`src/rtl/shift_sequencer.sv`:
```
// shift_sequencer: multi-cycle ROL/ROR/ROLC/RORC/SHL/SHR/SHRA engine, one bit per clock, 8- or 16-bit.
module shift_sequencer #(
  parameter int MAX_COUNT_BITS = 5
) (
  input  logic                      clk,
  input  logic                      reset_n,
  input  logic                      start,
  input  logic [3:0]                op,
  input  logic                      word,
  input  logic [15:0]               operand,
  input  logic [MAX_COUNT_BITS-1:0] count,
  input  logic                      carry_in,
  output logic                      busy,
  output logic                      done,
  output logic [15:0]               result,
  output logic                      carry_out,
  output logic                      overflow_out,
  output logic                      flags_we,
  output logic                      err
);
  localparam logic [3:0] ROL  = 4'd6;
  localparam logic [3:0] ROR  = 4'd7;
  localparam logic [3:0] ROLC = 4'd8;
  localparam logic [3:0] RORC = 4'd9;
  localparam logic [3:0] SHL  = 4'd10;
  localparam logic [3:0] SHR  = 4'd11;
  localparam logic [3:0] SHRA = 4'd12;
  localparam logic [0:0] IDLE = 1'b0;
  localparam logic [0:0] RUN  = 1'b1;

  logic [0:0]                st;
  logic [3:0]                op_q;
  logic                      word_q;
  logic [15:0]               val;
  logic [MAX_COUNT_BITS-1:0] cnt_q;
  logic                      c_q;
  logic                      illegal;
  logic                      left;
  logic                      msb_in;
  logic                      ins_l;
  logic                      ins_r;
  logic [15:0]               sh_l;
  logic [15:0]               sh_r;
  logic [15:0]               nv;
  logic                      nc;
  logic                      msb_out;
  logic                      msb1_out;
  logic                      of;

  assign busy    = (st == RUN);
  assign illegal = (op < ROL) || (op > SHRA);

  // Byte mode shifts only [7:0]; the high byte rides through untouched.
  always_comb begin
    left     = (op_q == ROL) || (op_q == ROLC) || (op_q == SHL);
    msb_in   = word_q ? val[15] : val[7];
    ins_l    = (op_q == ROL) ? msb_in : (op_q == ROLC) ? c_q : 1'b0;
    ins_r    = (op_q == ROR) ? val[0] : (op_q == RORC) ? c_q : (op_q == SHRA) ? msb_in : 1'b0;
    sh_l     = word_q ? {val[14:0], ins_l} : {val[15:8], val[6:0], ins_l};
    sh_r     = word_q ? {ins_r, val[15:1]} : {val[15:8], ins_r, val[7:1]};
    nv       = left ? sh_l : sh_r;
    nc       = left ? msb_in : val[0];
    msb_out  = word_q ? nv[15] : nv[7];
    msb1_out = word_q ? nv[14] : nv[6];
    of       = left ? (msb_out ^ nc) :
               ((op_q == ROR) || (op_q == RORC)) ? (msb_out ^ msb1_out) :
               (op_q == SHR) ? msb_in : 1'b0;
  end

  always_ff @(posedge clk or negedge reset_n) begin
    if (!reset_n) begin
      st           <= IDLE;
      op_q         <= '0;
      word_q       <= 1'b0;
      val          <= '0;
      cnt_q        <= '0;
      c_q          <= 1'b0;
      done         <= 1'b0;
      result       <= '0;
      carry_out    <= 1'b0;
      overflow_out <= 1'b0;
      flags_we     <= 1'b0;
      err          <= 1'b0;
    end else begin
      done     <= 1'b0;
      flags_we <= 1'b0;
      err      <= 1'b0;
      if (st == IDLE) begin
        if (start) begin
          op_q   <= op;
          word_q <= word;
          val    <= operand;
          cnt_q  <= count;
          c_q    <= carry_in;
          if (illegal || count == '0) begin
            done         <= 1'b1;
            err          <= illegal;
            result       <= operand;
            carry_out    <= carry_in;
            overflow_out <= 1'b0;
          end else begin
            st <= RUN;
          end
        end
      end else begin
        val   <= nv;
        c_q   <= nc;
        cnt_q <= cnt_q - MAX_COUNT_BITS'(1);
        if (cnt_q == MAX_COUNT_BITS'(1)) begin
          st           <= IDLE;
          done         <= 1'b1;
          flags_we     <= 1'b1;
          result       <= nv;
          carry_out    <= nc;
          overflow_out <= of;
        end
      end
    end
  end
endmodule
```
`config.mk`:
```
export PLATFORM = sky130hd
export DESIGN_NAME = shift_sequencer
export DESIGN_NICKNAME = d
export VERILOG_FILES = /design/src/rtl/shift_sequencer.sv
export SDC_FILE = /design/constraint.sdc
export NUM_CORES = 1
export LEC_CHECK = 0
export ABC_AREA = 1
export BUFFER_PORTS_ARGS = -buffer_cell sky130_fd_sc_hd__buf_2
export CAP_MARGIN = 20
export CORE_ASPECT_RATIO = 1.25
export CORE_MARGIN = 2
export CORE_UTILIZATION = 34
export DETAILED_ROUTE_END_ITERATION = 8
export GPL_ROUTABILITY_DRIVEN = 0
export HOLD_SLACK_MARGIN = 0.06
export MAX_ROUTING_LAYER = met4
export PLACE_DENSITY_LB_ADDON = 0.12
export SYNTH_ARGS = -nofsm -noshare
export SYNTH_HDL_FRONTEND = slang
export SYNTH_SLANG_ARGS = --single-unit
```
`constraint.sdc`:
```
create_clock -name clk -period 1.8 [get_ports clk]
set_clock_uncertainty 0.05 [all_clocks]
set_input_delay 0.18 -clock clk [delete_from_list [all_inputs] [get_ports clk]]
set_output_delay 0.18 -clock clk [all_outputs]
set_load 0.01 [all_outputs]
```
==> run_results.csv <==
group,metric,value,unit
die,core_area,7700,µm²
finish,utilization,41.8,%
clock_network,cts_tree,"built",
power_and_ir_drop,leakage_power_figure,1.66,nW
timing,slew_violations,0,
timing,final_period_demand_of_the_worst_path,1670,ps
yosys,synthCells,340,
finish,postLayoutCellArea,3220,µm²
yosys,ys_warn_count,0,
die,die_h,103,µm
die,design.die.area,8540,µm²
die,start_util,34.5,%
grt,total_routing_resource_utilization_after_global_routing,17.1,%
yosys,netlist.top_cell.by_area,"dfrtp_1",
routing,drt-initial-drc-count,204,
worst_setup_path,critPathCaptureType,"flop",
finish,layout.cells.most_common_list,"114 x nand2_1, 51 x buf_2, 48 x dfrtp_1, 29 x o21ai_0, 23 x nor2_1",
timing,max_slew_headroom,79.6,%
power_and_ir_drop,finalPower,0.00589,W
timing,number_of_endpoints_failing_setup_at_the_final_stage,0,
yosys,ys_ff_latch,49,
placement,place.port_buffers,51,
worst_hold_path,min-delay-path-class,"primary input to flop",
finish,area_delta_synth_final,21.3,%
clock_network,cts_buffers,5,
worst_setup_path,start_kind,"flop",
clock_network,clk_pin_slew_worst_paths,90,ps
outcome,outcome,"finished clean",
finish,layout.cells.most_common,"nand2_1",
yosys,yosys-top-cells-area,"dfrtp_1 46%, nand2_1 16%, o21ai_0 5.5%, o21ai_2 4.6%, inv_1 3.4%",
grt,grt_pass1_wl,11.3,mm
yosys,yosysSeqAreaShare,46.2,%
die,std_cell_rows,36,
timing,grt_setup_unrepaired,"yes",
timing,fraction_of_the_cycle_the_final_worst_path_needs,92.7,%
job,max_cap_viols,0,
finish,final-instance-count-excl-fill,499,
yosys,synthDistinctLibCells,32,
yosys,yosys.area.top_type_share,46.2,%
finish,fillerInstances,830,
finish,layout-drive-gt1-share,27.5,%
grt,grt_remaining_overflow,0,
grt,initial_antenna_violation_count,0,
timing,maxClockFrequency,0.599,GHz
grt,via_count_of_the_first_global_routing_pass,2338,
placement,hpwlAfterDp,4.97,mm
clock_network,clock_tree.buffer_depth,2,
placement,place_area,3080,µm²
worst_setup_path,worstSetupPathType,"flop to flop",
yosys,synth_area,2660,µm²
clock_network,h-tree-depth,2,
power_and_ir_drop,peakVddDrop,0.731,mV
routing,first_pass_iters,4,
worst_setup_path,crit_required,1950,ps
power_and_ir_drop,cellPowerDensity,1830,nW/µm²
routing,vias,2408,
finish,nNetsFinal,436,
routing,drt_drc_violations_left,0,
timing,finalHoldViolCount,0,
routing,ant_nets,0,
clock_network,cts_root_buffer,"clkbuf_8",
routing,wl_per_cell,13.4,µm
routing,wirelength,6.70,mm
die,die_w,83.0,µm
worst_setup_path,arrival,1810,ps
timing,setup_tns,0,ps
yosys,syn-num-nets,372,
finish,num_antenna_cells,0,
die,num_io_pins,52,
clock_network,insertion_delay,300,ps
worst_setup_path,cp_max_fo,6,
yosys,post_synth.cell_area_avg,7.81,µm²
routing,drt-vias-per-instance,4.83,
placement,numPlacedInstances,487,
grt,largest_net_degree_at_the_start_of_global_routing,50,
timing,max_slew.worst_pin.slew,303,ps
clock_network,tritoncts_num_sinks,49,
[per-stage QoR]
step                      hold WS, ps  setup WS (ps)
final                            70.1            132
after global routing             75.3          -54.7
after CTS                        60.9           46.1
after detailed placement          146            100
after global placement            145            189
after floorplan                  -166            317
[worst max-delay path, cell delays in order, from the launching register on]
cell and delay [ps]:
dfrtp_1 420, inv_2 80, nand3_2 90, nand2_2 100, nand2_4 80, o21ai_0 280
o21ai_2 120, nand2_1 80, nand2_1 50, nand3_1 70, nand2_1 50, nand2_1 60
nand2_1 40
[path summary, 6_finish.rpt]
| check | start | to | slack [ps] | cells after the start |
|---|---|---|---|---|
| max in group asynchronous | reset_n | word_q$_DFFE_PN0P_ | 1110 | 3 |
| max | op_q[3]$_DFFE_PN0P_ | overflow_out$_DFFE_PN0P_ | 130 | 12 |
| min in group asynchronous | reset_n | done$_DFF_PN0_ | 340 | 3 |
| max reg2reg | op_q[3]$_DFFE_PN0P_ | overflow_out$_DFFE_PN0P_ | 130 | 12 |
| min | op[3] | op_q[3]$_DFFE_PN0P_ | 70 | 3 |
| min reg2reg | result[14]$_DFFE_PN0P_ | result[14]$_DFFE_PN0P_ | 420 | 2 |
[cells by family after synthesis]
group | after synthesis | synth area share, %
AOI/OAI and AO/OA | 83 | 20.3
and+or+nand+nor | 160 | 24.7
DFF | 49 | 46.2
buffers and inverters | 46 | 7.92
adders and majority gates | 2 | 0.942
[timing repair]
action                                 4_1_cts  5_1_grt
setup endpoints to repair                    0       21
endpoints found under the hold margin       51        0
buffers inserted                             0        2
hold buffers                                 3        0
gates resized for setup                      0        7
[Yosys cell counts, drive strengths merged]
cell,count
a211oi,1
a21oi,11
a22oi,1
a31oi,5
buf,12
clkbuf,3
clkinv,1
dfrtp,49
ha,2
inv,30
nand2,118
nand3,15
nand4,2
nor2,23
nor3,1
o211ai,7
o21a,1
o21ai,52
o221ai,2
o22ai,2
o311ai,1
or2,1
[report_power, final]
group          switching, W  internal [W]
clock network      0.000365      0.000306
registers          0.000374       0.00163
logic               0.00196       0.00125
total               0.00270       0.00319
[area by class of cell]
cell class	count	area, µm²	area share, %
Clock buffer	7	86.3	2.68
Inverter	31	119	3.69
Timing Repair Buffer	72	449	13.9
Sequential cell	49	1230	38.1
Tap cell	95	119	3.69
Multi-Input combinational cell	245	1220	37.9
[metal layers]
layer,up-vias,track usage [%],wire length [µm]
met5,-,-,0
li1,1249,-,-
met1,1092,20.8,2940
met3,7,2.64,260
met4,0,4.67,65
met2,60,29.8,3430
[flip-flops by register name, summed over array words and instances (netlist names)]
name	count
busy	1
c_q	1
carry_out	1
cnt_q	5
done	1
err	1
flags_we	1
op_q	4
overflow_out	1
result	16
val	16
word_q	1
(Power assumes the default switching activity.)
